<file path="config.mk">
export PLATFORM = sky130hd
export DESIGN_NAME = ivs_dma_wr_sched_flat
export DESIGN_NICKNAME = d
export VERILOG_FILES = /design/src/rtl/ivs_dma_pkg.sv /design/src/rtl/ivs_dma_wr_sched_if.sv /design/src/rtl/ivs_rr_arb.sv /design/src/rtl/ivs_dma_wr_sched.sv /design/src/flat_wrapper.sv
export SDC_FILE = /design/constraint.sdc
export NUM_CORES = 1
export LEC_CHECK = 0
export CORE_MARGIN = 2
export CORE_UTILIZATION = 35
export CTS_CLUSTER_DIAMETER = 150
export DETAILED_ROUTE_END_ITERATION = 8
export PLACE_DENSITY = 0.7
export SYNTH_ARGS = -nofsm -noshare
export SYNTH_HDL_FRONTEND = slang
export SYNTH_SLANG_ARGS = --single-unit
</file>
<file path="constraint.sdc">
create_clock -name aclk -period 6.86 [get_ports aclk]
set_clock_uncertainty 0.2 [all_clocks]
set_input_delay 1.715 -clock aclk [delete_from_list [all_inputs] [get_ports aclk]]
set_output_delay 1.715 -clock aclk [all_outputs]
set_load 0.02 [all_outputs]
</file>
<file path="src/rtl/ivs_dma_pkg.sv">
// Shared types and constants for the write-DMA scheduler.
// Holds the FSM state encoding and the bus geometry constants.
package ivs_dma_pkg;

    typedef enum logic [2:0] {
        ST_IDLE = 3'd0,
        ST_ARB  = 3'd1,
        ST_AW   = 3'd2,
        ST_DATA = 3'd3,
        ST_DONE = 3'd4
    } state_t;

    localparam int PAGE_BYTES = 4096;
    localparam int BEAT_BYTES = 16;
    localparam int MAX_BURST  = 64;

endpackage

</file>
<file path="src/rtl/ivs_dma_wr_sched_if.sv">
// AXI write address/data control signals shared by the scheduler and the bus.
// Handshake: a transfer happens on a clock edge where valid && ready; the source holds its payload stable while valid && !ready.
interface ivs_dma_wr_sched_if;
    logic        awvalid;
    logic        awready;
    logic [31:0] awaddr;
    logic [5:0]  awlen;
    logic        wvalid_in;
    logic        wready;
    logic        wlast;

    modport master (
        output awvalid, awaddr, awlen, wlast,
        input  awready, wvalid_in, wready
    );

    modport slave (
        input  awvalid, awaddr, awlen, wlast,
        output awready, wvalid_in, wready
    );
endinterface

</file>
<file path="src/rtl/ivs_rr_arb.sv">
// Round-robin picker: grants the first request at or after the pointer.
// The pointer moves to one past the served index on each advance pulse.
module ivs_rr_arb #(
    parameter int NUM_REQ = 2,
    parameter int IDX_W   = (NUM_REQ > 1) ? $clog2(NUM_REQ) : 1
) (
    input  logic               clk,
    input  logic               rst,
    input  logic [NUM_REQ-1:0] req,
    input  logic               adv,
    input  logic [IDX_W-1:0]   adv_idx,
    output logic [NUM_REQ-1:0] gnt,
    output logic [IDX_W-1:0]   idx
);
    logic [IDX_W-1:0] ptr;
    logic             found;

    always_ff @(posedge clk) begin
        if (rst) begin
            ptr <= '0;
        end else if (adv) begin
            ptr <= (adv_idx == IDX_W'(NUM_REQ - 1)) ? '0 : adv_idx + IDX_W'(1);
        end
    end

    always_comb begin
        gnt   = '0;
        idx   = '0;
        found = 1'b0;
        for (int i = 0; i < NUM_REQ; i++) begin
            int c;
            c = int'(ptr) + i;
            if (c >= NUM_REQ) c = c - NUM_REQ;
            if (!found && req[c]) begin
                found  = 1'b1;
                gnt[c] = 1'b1;
                idx    = IDX_W'(c);
            end
        end
    end
endmodule

</file>
<file path="src/rtl/ivs_dma_wr_sched.sv">
// Write-DMA scheduler: round-robin shares one AXI AW/W channel pair between
// requesters, splitting each transfer into bursts bounded by length and 4 KB pages.
module ivs_dma_wr_sched #(
    parameter int NUM_REQ    = 2,
    parameter int MAX_BURST  = ivs_dma_pkg::MAX_BURST,
    parameter int BEAT_BYTES = ivs_dma_pkg::BEAT_BYTES,
    parameter int LEN_W      = 32
) (
    input  logic                     aclk,
    input  logic                     arst,
    input  logic [NUM_REQ-1:0]       req,
    input  logic [NUM_REQ*32-1:0]    base,
    input  logic [NUM_REQ*LEN_W-1:0] len,
    output logic [NUM_REQ-1:0]       ack,
    output logic [NUM_REQ-1:0]       grant,
    output logic                     busy,
    output ivs_dma_pkg::state_t      dbg_state,
    ivs_dma_wr_sched_if.master       axi
);
    import ivs_dma_pkg::*;

    localparam int IDX_W = (NUM_REQ > 1) ? $clog2(NUM_REQ) : 1;

    state_t             state, state_nxt;
    logic [NUM_REQ-1:0] arb_gnt;
    logic [IDX_W-1:0]   arb_idx, gidx;
    logic [31:0]        cur_addr, sel_base;
    logic [LEN_W-1:0]   remain, sel_len;
    logic [5:0]         beat_cnt, blen;
    logic [6:0]         bmax;
    logic [12:0]        page_beats;
    logic               w_hs, last_beat;

    ivs_rr_arb #(.NUM_REQ(NUM_REQ), .IDX_W(IDX_W)) u_arb (
        .clk     (aclk),
        .rst     (arst),
        .req     (req),
        .adv     (state == ST_DONE),
        .adv_idx (gidx),
        .gnt     (arb_gnt),
        .idx     (arb_idx)
    );

    assign sel_base  = base[int'(arb_idx)*32 +: 32];
    assign sel_len   = len[int'(arb_idx)*LEN_W +: LEN_W];
    assign w_hs      = axi.wvalid_in && axi.wready;
    assign last_beat = (beat_cnt == blen);
    assign busy      = (state != ST_IDLE);
    assign dbg_state = state;

    // Burst size: smallest of remaining beats, the burst cap and beats left in the page.
    always_comb begin
        page_beats = 13'((PAGE_BYTES - int'(cur_addr[11:0])) / BEAT_BYTES);
        bmax       = 7'(MAX_BURST);
        if (remain < LEN_W'(MAX_BURST)) bmax = 7'(remain);
        if (page_beats < 13'(bmax))     bmax = 7'(page_beats);
    end

    always_comb begin
        state_nxt   = state;
        ack         = '0;
        axi.awvalid = 1'b0;
        axi.awaddr  = '0;
        axi.awlen   = blen;
        axi.wlast   = 1'b0;
        case (state)
            ST_IDLE: if (|req) state_nxt = ST_ARB;
            ST_ARB: begin
                if (!(|req))              state_nxt = ST_IDLE;
                else if (sel_len == '0)   state_nxt = ST_DONE;
                else                      state_nxt = ST_AW;
            end
            ST_AW: begin
                axi.awvalid = 1'b1;
                axi.awaddr  = cur_addr;
                axi.awlen   = 6'(bmax - 7'd1);
                if (axi.awready) state_nxt = ST_DATA;
            end
            ST_DATA: begin
                axi.wlast = last_beat;
                if (w_hs && last_beat) begin
                    state_nxt = (remain == LEN_W'(blen) + LEN_W'(1)) ? ST_DONE : ST_AW;
                end
            end
            ST_DONE: begin
                ack       = grant;
                state_nxt = ST_IDLE;
            end
            default: state_nxt = ST_IDLE;
        endcase
    end

    always_ff @(posedge aclk) begin
        if (arst) begin
            state    <= ST_IDLE;
            grant    <= '0;
            gidx     <= '0;
            cur_addr <= '0;
            remain   <= '0;
            beat_cnt <= '0;
            blen     <= '0;
        end else begin
            state <= state_nxt;
            case (state)
                ST_ARB: begin
                    grant    <= arb_gnt;
                    gidx     <= arb_idx;
                    cur_addr <= {sel_base[31:4], 4'b0000};
                    remain   <= sel_len;
                end
                ST_AW: begin
                    if (axi.awready) begin
                        blen     <= 6'(bmax - 7'd1);
                        beat_cnt <= '0;
                    end
                end
                ST_DATA: begin
                    if (w_hs) begin
                        if (last_beat) begin
                            beat_cnt <= '0;
                            cur_addr <= cur_addr + 32'((32'(blen) + 32'd1) * 32'(BEAT_BYTES));
                            remain   <= remain - (LEN_W'(blen) + LEN_W'(1));
                        end else begin
                            beat_cnt <= beat_cnt + 6'd1;
                        end
                    end
                end
                ST_DONE: grant <= '0;
                default: ;
            endcase
        end
    end
endmodule

</file>
<file path="src/flat_wrapper.sv">
// flat-port wrapper written by rule: the top's interface ports become plain ports
module ivs_dma_wr_sched_flat import ivs_dma_pkg::*;
#(
    parameter int NUM_REQ    = 2,
    parameter int MAX_BURST  = ivs_dma_pkg::MAX_BURST,
    parameter int BEAT_BYTES = ivs_dma_pkg::BEAT_BYTES,
    parameter int LEN_W      = 32
)
  (aclk, arst, req, base, len, ack, grant, busy, dbg_state, axi_awvalid, axi_awaddr, axi_awlen, axi_wlast, axi_awready, axi_wvalid_in, axi_wready);
  ivs_dma_wr_sched_if axi_i ();
  input  logic aclk;
  input  logic arst;
  input  logic [NUM_REQ-1:0] req;
  input  logic [NUM_REQ*32-1:0] base;
  input  logic [NUM_REQ*LEN_W-1:0] len;
  output logic [NUM_REQ-1:0] ack;
  output logic [NUM_REQ-1:0] grant;
  output logic busy;
  output ivs_dma_pkg::state_t dbg_state;
  output wire logic [$bits(axi_i.awvalid)-1:0] axi_awvalid;
  output wire logic [$bits(axi_i.awaddr)-1:0] axi_awaddr;
  output wire logic [$bits(axi_i.awlen)-1:0] axi_awlen;
  output wire logic [$bits(axi_i.wlast)-1:0] axi_wlast;
  input wire logic [$bits(axi_i.awready)-1:0] axi_awready;
  input wire logic [$bits(axi_i.wvalid_in)-1:0] axi_wvalid_in;
  input wire logic [$bits(axi_i.wready)-1:0] axi_wready;
  assign axi_awvalid = axi_i.awvalid;
  assign axi_awaddr = axi_i.awaddr;
  assign axi_awlen = axi_i.awlen;
  assign axi_wlast = axi_i.wlast;
  assign axi_i.awready = axi_awready;
  assign axi_i.wvalid_in = axi_wvalid_in;
  assign axi_i.wready = axi_wready;
  ivs_dma_wr_sched #(.NUM_REQ(NUM_REQ), .MAX_BURST(MAX_BURST), .BEAT_BYTES(BEAT_BYTES), .LEN_W(LEN_W)) u_core (.aclk(aclk), .arst(arst), .req(req), .base(base), .len(len), .ack(ack), .grant(grant), .busy(busy), .dbg_state(dbg_state), .axi(axi_i));
endmodule
</file>
==> Yosys cells after proc, flatten, opt, wreduce, memory -nomap -nowiden <==
Cells that the tools add are included.
{ "totals": {"mem_count": 0, "ram_bits": 0, "rom_bits": 0, "out_inout_bits": 48, "reg_bits": 83, "latch_bits": 0} }
{ "op_classes": {"muxes": 43, "mul": 0, "n_eq_ne": 11, "shift": 2, "magnitude_cmp": 8, "div_mod_pow": 0, "bitwise": 2, "add_sub_neg": 11, "n_reduce_logical": 18} }
{ "ops": {"columns": ["operator", "n"], "rows": [
  ["2-to-1 mux 32 bit", 7],
  ["case mux 32 bit (2 select lines)", 2],
  ["variable part select 64 x 7 -> 32 bit", 2],
  [">= comparator 32 x 1 -> 1 bit, second input constant", 2],
  ["< comparator 32 x 3 -> 1 bit, second input constant", 2],
  ["adder 32 bit", 1],
  ["== test 32 bit", 1],
  ["logical NOT 32 bit", 1],
  ["< comparator 32 x 7 -> 1 bit, second input constant", 1],
  ["subtractor 32 bit", 1],
  ["2-to-1 mux 6 bit", 5],
  ["2-to-1 mux 3 bit", 6],
  ["2-to-1 mux 1 bit", 14],
  ["subtractor 13 x 12 -> 14 bit, first input constant", 1],
  ["adder 13 x 1 -> 13 bit", 1],
  ["< comparator 13 x 7 -> 1 bit", 1],
  ["case mux 3 bit (4 select lines)", 1],
  ["case mux 6 bit (2 select lines)", 1],
  ["AND reduction 3 bit", 3],
  ["inequality test 2 x 1 -> 1 bit, second input constant", 4],
  ["adder 6 x 1 -> 7 bit, second input constant", 1],
  ["2-to-1 mux 7 bit", 1],
  ["adder 6 x 1 -> 6 bit, second input constant", 1],
  ["== test 3 x 2 -> 1 bit, second input constant", 2],
  ["other kinds (24)", 33]
]} }

==> Depth between registers and ports, before layout <==
{ "logic_depth": {"word_depth": 14, "mapped_depth": 20, "mapped_depth_nobuf": 17} }

==> Hierarchy <==
From an unflattened synthesis, not the netlist that was laid out.
{ "hier_totals": {"cells_unflattened": 909, "area_unflattened_um2": 6784.0} }
{ "modules_own_cells": {"columns": ["mod", "cells_per_inst", "area_per_inst_um2", "n_inst"], "rows": [
  ["ivs_dma_wr_sched", 902, 6721.4, 1],
  ["ivs_rr_arb", 7, 62.6, 1]
]} }

==> Worst setup path after synthesis <==
OpenSTA, ideal clock, no wires.
{ "synth_path": {"kind": "register to output", "from": "register u_core.remain[20]", "to": "output axi_awlen[4]", "path_stages_with_launch": 21, "path_slack_ps": 472, "t_arrival_ps": 4473, "t_required_ps": 4945, "path_cell_list": "dfxtp_1 -> or4_1 -> buf_2 -> nor4_1 -> and2_1 -> buf_2 -> nand2_1 -> ha_1 -> and3_1 -> nor2b_1 -> a2111oi_4 -> and2_1 -> nor2_1 -> a21oi_1 -> ha_1 -> clkbuf_1 -> nor3b_1 -> a31oi_1 -> xnor2_1 -> nor2_1 -> o31ai_1"} }
{ "synth_via": {"elab_chain_cells": 6} }
{ "synth_lines": {"columns": ["item", "line", "source"], "rows": [
  ["from (decl)", "ivs_dma_wr_sched.sv:28", "logic [LEN_W-1:0] remain, sel_len;"],
  ["from (signal assigned)", "ivs_dma_wr_sched.sv:109", "remain <= sel_len;"],
  ["from (signal assigned)", "ivs_dma_wr_sched.sv:122", "remain <= remain - (LEN_W'(blen) + LEN_W'(1));"],
  ["< comparator 32 x 7 -> 1 bit *", "ivs_dma_wr_sched.sv:55", "if (remain < LEN_W'(MAX_BURST)) bmax = 7'(remain);"],
  ["2-to-1 mux 7 bit *", "ivs_dma_wr_sched.sv:55", null],
  ["< comparator 13 x 7 -> 1 bit", "ivs_dma_wr_sched.sv:56", "if (page_beats < 13'(bmax)) bmax = 7'(page_beats);"],
  ["2-to-1 mux 6 bit *", "ivs_dma_wr_sched.sv:56", null],
  ["subtractor 6 x 1 -> 6 bit *", "ivs_dma_wr_sched.sv:76", "axi.awlen = 6'(bmax - 7'd1);"],
  ["2-to-1 mux 6 bit *", "ivs_dma_wr_sched.sv:66", "case (state)"],
  ["to (decl)", "flat_wrapper.sv:22", "output wire logic [$bits(axi_i.awlen)-1:0] axi_awlen;"]
]} }
Every way passes the cells marked *; elsewhere a longest branch is shown, timed or not.

==> Worst setup path after layout <==
{ "layout_path": {"from": "register u_core.remain[29]", "to": "output axi_awlen[4]"} }
The elaborated chain is that of the path after synthesis.

==> metrics.yaml <==
placed_design:
  dp_hpwl_um: 18000
  dp_cells: 1379
  routabilityCongestion: 0.918
  io_buffers: 170
cells_and_area:
  syn_to_final_growth_pct: 33.1
  diodes: 0
  fin_nets: 1287
  layout-drive-gt1-share: 0.0558
  fin_cells: 1394
timing:
  maxSlewViolCount: 0
  tns_ns: 0
  post-route-period-util: 0.957
  hold_violations: 0
  fmax_mhz: 152
  whs_ns: 0.252
  rsz0062_at_grt: "no"
  tightest_slew_ns: 0.965
  relSlewSlack: 0.355
  setup_viol: 0
  min_period_ns: 6.57
global_routing:
  antenna_found_initial: 0
  met1_usage: 0.318
  grt_busiest_layer: "met2"
  track_usage: 0.236
  grt_pass1_wl_um: 38700
  first_global_vias: 7480
  grt_max_degree: 71
  use_met3: 0.0394
  met2_usage: 0.380
  globalRouteOverflowTotal: 0
power_and_ir_drop:
  powerDensity_mw_per_mm2: 208
  share_comb_of_total_power: 0.421
  p_int_mw: 1.16
  switching_share: 0.387
  power_mw: 1.90
  p_clk_frac: 0.279
  peakVddDrop_mv: 0.121
  power.switching_mw: 0.736
  leakage_nw: 3.41
  p_seq_frac: 0.300
drt:
  drtIter0Drc: 716
  first_pass_iters: 5
  wl_per_cell_um: 17.7
  viasPerCell: 5.76
  drcViolationCount: 0
  num_vias: 8026
  wl_um: 24600
  ant_nets: 0
critical_path:
  critPathKind: "reg2out"
  worst-path-max-fanout: 7
  worstSetupStartpointType: "register"
  arrival_ns: 4.65
  crit_required_ns: 4.95
  endpoint_kind: "output port"
clock_network:
  h-tree-depth: 3
  root_buffer: "clkbuf_16"
  clkTransAtPathRegs_ns: 0.06
  cts_hold_buffers: 0
  tritoncts: "yes"
  cts_made_buffers: 9
  cts_setup_buffers: 0
  clock_latency_ns: 0.36
  cts.sinks: 79
  cts_buffer_depth: 2
die:
  die_y_um: 144
  pin_count: 183
  die_area_mm2: 0.0207
  initial_core_util: 0.355
  core_area_mm2: 0.0193
  row_count: 51
  die_x_um: 144
synth:
  synth_commonest_cells: "nand2_1, a21oi_1, dfxtp_1"
  synthMostInstantiatedCell: "nand2_1"
  syn_area_per_cell_um2: 6.94
  ys_ff_latch: 79
  async_reset_ff_frac: 0
  ys_types: 75
  synth_cells: 989
  ys_top_cells_by_area: "dfxtp_1, nand2_1, a21oi_1"
  synth_seq_area_share: 0.230
  synth.largest_area_cell: "dfxtp_1"
  synth_flop_cell: "dfxtp_1"
  synth_enable_flop_cells: 0
  netlist_area_mm2: 0.00686
  synth_top_area_share: 0.230
  yosys_warnings: 0
outcome:
  run_status: "complete, no violations"
min_path:
  hp-class: "reg2reg"
job:
  cap_violations: 0
[per-layer routing]
metal	vias up	routed length, µm
met5	-	0
met4	0	630
met3	34	1690
met2	339	11100
met1	3740	11200
li1	3913	-
[what timing repair did]
item	in CTS	in global routing
resized for setup	1	7
hold endpoints to repair	0	0
endpoints found under the setup margin	1	2
[registers in the layout (all words and copies together) (netlist names)]
| signal | cells |
|---|---|
| u_core.remain | 32 |
| u_core.cur_addr | 28 |
| u_core.beat_cnt | 6 |
| u_core.blen | 6 |
| u_core.dbg_state | 3 |
| u_core.grant | 2 |
| u_core.gidx | 1 |
| u_core.u_arb.ptr | 1 |
[cells in the final DEF, fill, tap and decap left out, types with 5 or more instances in the layout]
cell type	synthesis	routed
nand4_1	25	25
a311oi_1	5	5
o21a_1	9	9
ha_1	25	25
a21oi_1	81	80
nand3_1	39	39
a31oi_1	19	19
o311ai_0	9	9
or4_1	5	5
o21ai_0	44	44
o211ai_1	13	13
inv_1	33	33
dfxtp_1	79	79
xor2_1	18	18
and2_1	23	22
nor4_1	28	27
and3_1	14	14
a211oi_1	15	15
nor2b_1	8	7
xnor2_1	13	13
clkbuf_16	0	9
nor3_1	43	43
o32ai_1	5	5
mux2i_1	20	20
o31ai_1	11	10
nor2_1	76	75
clkdlybuf4s50_1	0	167
o22ai_1	7	7
nor3b_1	6	6
buf_4	4	22
nand2_1	162	161
a21o_1	6	6
or3_1	7	7
[path summary, 6_finish.rpt]
path	from	end	slack [ns]	depth (start not counted)
worst max register to register	u_core.remain[29]$_SDFFE_PP0P_	u_core.blen[4]$_SDFFE_PP0P_	2.39	17
worst min-delay path	u_core.gidx$_SDFFE_PP0P_	u_core.u_arb.ptr$_SDFFE_PP0N_	0.25	1
worst min register to register	u_core.gidx$_SDFFE_PP0P_	u_core.u_arb.ptr$_SDFFE_PP0N_	0.25	1
worst max-delay path	u_core.remain[29]$_SDFFE_PP0P_	axi_awlen[4]	0.29	18
[cell families after synthesis]
kind of cell | Yosys count | synth area share
compound gates | 272 | 0.264
xor+xnor | 31 | 0.0396
fa+ha+maj | 27 | 0.0514
buf+inv | 103 | 0.0594
flops | 79 | 0.230
mux | 21 | 0.0308
other cells | 1 | 0.000546
simple gates | 455 | 0.324
[metrics by stage]
stage	setup slack [ns]	cell area, µm²	utilization
global placement	0.184	8820	0.456
finish	0.292	9140	0.473
floorplan	0.472	6880	-
CTS	0.0265	9130	0.472
detailed placement	0.110	8820	0.456
global route	0.0334	9140	0.473
[area by class of cell]
type	count	area, µm²
clock buffers	11	243
clock inverters	4	70.1
fillers	1951	10200
inverters	33	124
multi-input cells	810	4930
flip-flops and latches	79	1580
well taps	265	332
repair buffers	192	1860
[power by group through the flow]
stage | sequential (mW) | clock (mW) | combinational, mW
final | 0.570 | 0.530 | 0.801
after global routing | 0.577 | 0.551 | 0.877
after CTS | 0.568 | 0.534 | 0.789
after floorplan | 0.558 | 0 | 0.516
after detailed placement | 0.578 | 0 | 0.784
after global placement | 0.576 | 0 | 0.775
[critical path: stages, from the launching register on]
cell	delay, ns
dfxtp_1	0.36
or4_1	0.61
nor4_2	0.33
and2_1	0.24
buf_4	0.18
ha_1	0.23
and3_1	0.18
nor2b_1	0.15
a2111oi_4	0.35
and2_2	0.27
nor2_1	0.06
a21oi_1	0.12
ha_1	0.21
buf_4	0.16
nand2_1	0.05
and3_1	0.17
a211oi_1	0.34
o31ai_2	0.13
clkbuf_2	0.17
No activity file was read; power rests on OpenSTA's default activity.
==> edit, RTL diff (config.mk and constraints unchanged) <==
`NUM_REQ` is set to 2 in 3 places; all go to 4.
--- a/src/rtl/ivs_rr_arb.sv
+++ b/src/rtl/ivs_rr_arb.sv
@@ -1,7 +1,7 @@
 // Round-robin picker: grants the first request at or after the pointer.
 // The pointer moves to one past the served index on each advance pulse.
 module ivs_rr_arb #(
-    parameter int NUM_REQ = 2,
+    parameter int NUM_REQ = 4,
     parameter int IDX_W   = (NUM_REQ > 1) ? $clog2(NUM_REQ) : 1
 ) (
     input  logic               clk,
--- a/src/rtl/ivs_dma_wr_sched.sv
+++ b/src/rtl/ivs_dma_wr_sched.sv
@@ -1,7 +1,7 @@
 // Write-DMA scheduler: round-robin shares one AXI AW/W channel pair between
 // requesters, splitting each transfer into bursts bounded by length and 4 KB pages.
 module ivs_dma_wr_sched #(
-    parameter int NUM_REQ    = 2,
+    parameter int NUM_REQ    = 4,
     parameter int MAX_BURST  = ivs_dma_pkg::MAX_BURST,
     parameter int BEAT_BYTES = ivs_dma_pkg::BEAT_BYTES,
     parameter int LEN_W      = 32
--- a/src/flat_wrapper.sv
+++ b/src/flat_wrapper.sv
@@ -1,7 +1,7 @@
 // flat-port wrapper written by rule: the top's interface ports become plain ports
 module ivs_dma_wr_sched_flat import ivs_dma_pkg::*;
 #(
-    parameter int NUM_REQ    = 2,
+    parameter int NUM_REQ    = 4,
     parameter int MAX_BURST  = ivs_dma_pkg::MAX_BURST,
     parameter int BEAT_BYTES = ivs_dma_pkg::BEAT_BYTES,
     parameter int LEN_W      = 32
Interface: changed (5 resized); port bits go from 183 to 317. No check against the original RTL was run, so the function may have changed too.
==> edit against the original RTL <==
Wire length is 31% higher; global-route usage is 1.5 points higher; power is 16% higher; area after synthesis is 22% higher; setup slack worse by 18 ps; final cell count is 25% higher; cell area is 30% higher; sequential cell count is 4 higher; clock power is 7.9% higher.
==> edit: results (changes against the original RTL) <==
outcome:
  status: "completed"
route:
  m1WireLength_um: 13500  # +20%
  antenna_left: 0  # unchanged
  met2WireLength_um: 15900  # +43%
  dr_wl_met3_um: 2240  # +33%
  drt-total-wl_um: 32300  # +31%
  viasPerCell: 5.68  # -1.3%
  initialDrtViolationCount: 982  # +37%
critical_path:
  crit_start: "u_core.remain[7]$_SDFFE_PP0P_"
  cpPeakStageDelay_ps: 570  # -40 ps
  crit_fanout: 8  # +1
  r2r_start: "u_core.u_arb.ptr[0]$_SDFFE_PP0N_"
  crit_end: "axi_awlen[4]"
  reg2reg_depth: 13  # -4
  reg2reg_to: "u_core.dbg_state[1]$_SDFFE_PP0P_"
  arrival_ps: 4670  # +20 ps
min_path:
  whs_path_depth: 2  # +1
  hp-start: "u_core.cur_addr[29]$_SDFFE_PP0P_"
  min_to: "u_core.cur_addr[29]$_SDFFE_PP0P_"
global_routing:
  grt_max_degree: 68  # -4.2%
  use_met1_pct: 33.3  # +1.5 points
  antenna_found_initial: 5  # +5
  met3_usage_pct: 3.81  # -0.13 points
  met2_usage_pct: 41.6  # +3.6 points
  grt_pass1_wl_um: 49200  # +27%
power:
  leakage_uw: 0.00446  # +31%
  ir_drop_mv: 0.110  # -9.3%
  p_seq_share_pct: 28.2  # -1.8 points
  p_clk_uw: 572  # +7.9%
  p_seq_uw: 620  # +8.8%
place:
  finalWeightedCongestion: 0.914  # -0.49%
  hpwl_um: 25200  # +40%
  port_buffers: 296  # +74%
  pre_cts_slack_ps: 314  # +204 ps
  dpl_cell_area_mm2: 0.0115  # +30%
logic_synthesis:
  syn_inst: 1170  # +18%
  netlist_top_cells_area: "dfxtp_1 20%, nand2_1 8.8%, mux4_2 7.3%"
  synth_mux_area_share_pct: 11.7  # +8.6 points
  synth_commonest_cells: "195 x nand2_1, 127 x nor2_1, 83 x dfxtp_1, 75 x a21oi_1, 64 x clkbuf_1"
  synth_fa_ha_area_share_pct: 4.97  # -0.17 points
  synth.distinct_cells: 70  # -6.7%
  synthXorXnorAreaFrac_pct: 3.46  # -0.50 points
  synth_compound_area_share_pct: 21.4  # -4.9 points
  ys_seq_area_share_pct: 19.9  # -3.2 points
clock_network:
  ctsResizeCount: 2  # +1
  clkTransAtPathRegs_ps: 60  # about the same
sta:
  maxSlewHeadroom_pct: 42.7  # +7.1 points
  setup_ws_ps: 274  # -17.9 ps
  hold_slack_ps: 283  # +31.0 ps
finish:
  top_regs: "u_core.remain x32, u_core.cur_addr x28"
  drive_gt1_share_pct: 6.77  # +1.2 points
  fillers: 2325  # +19%
[edit: cell types whose count changed after synthesis, moves of 9 or more]
cell / unedited run / this run
nor2_1: 76 / 127
nand2_1: 162 / 195
mux4_2: 0 / 27
nand3_1: 39 / 60
nor3_1: 43 / 28
clkbuf_1: 50 / 64
a22oi_1: 2 / 15
nand4_1: 25 / 13
o21ai_0: 44 / 56
or4_1: 5 / 16
a21o_1: 6 / 15
and3_1: 14 / 23
[edit: cell type report]
| type | count | area (um^2) | share of cell area, % |
|---|---|---|---|
| diodes | 5 | 12.5 | 0.105 |
| flip-flops and latches | 83 | 1660 | 14.0 |
| inverters | 28 | 105 | 0.883 |
| multi-input cells | 973 | 6270 | 52.7 |
| clock inverters | 4 | 97.6 | 0.820 |
| well taps | 319 | 399 | 3.35 |
| repair buffers | 317 | 3110 | 26.1 |
| clock buffers | 12 | 246 | 2.07 |
[edit: worst min-delay path, cell delays in order (launching register included)]
cell	delay, ps
dfxtp_1	330
nand2_1	60
a21oi_1	50
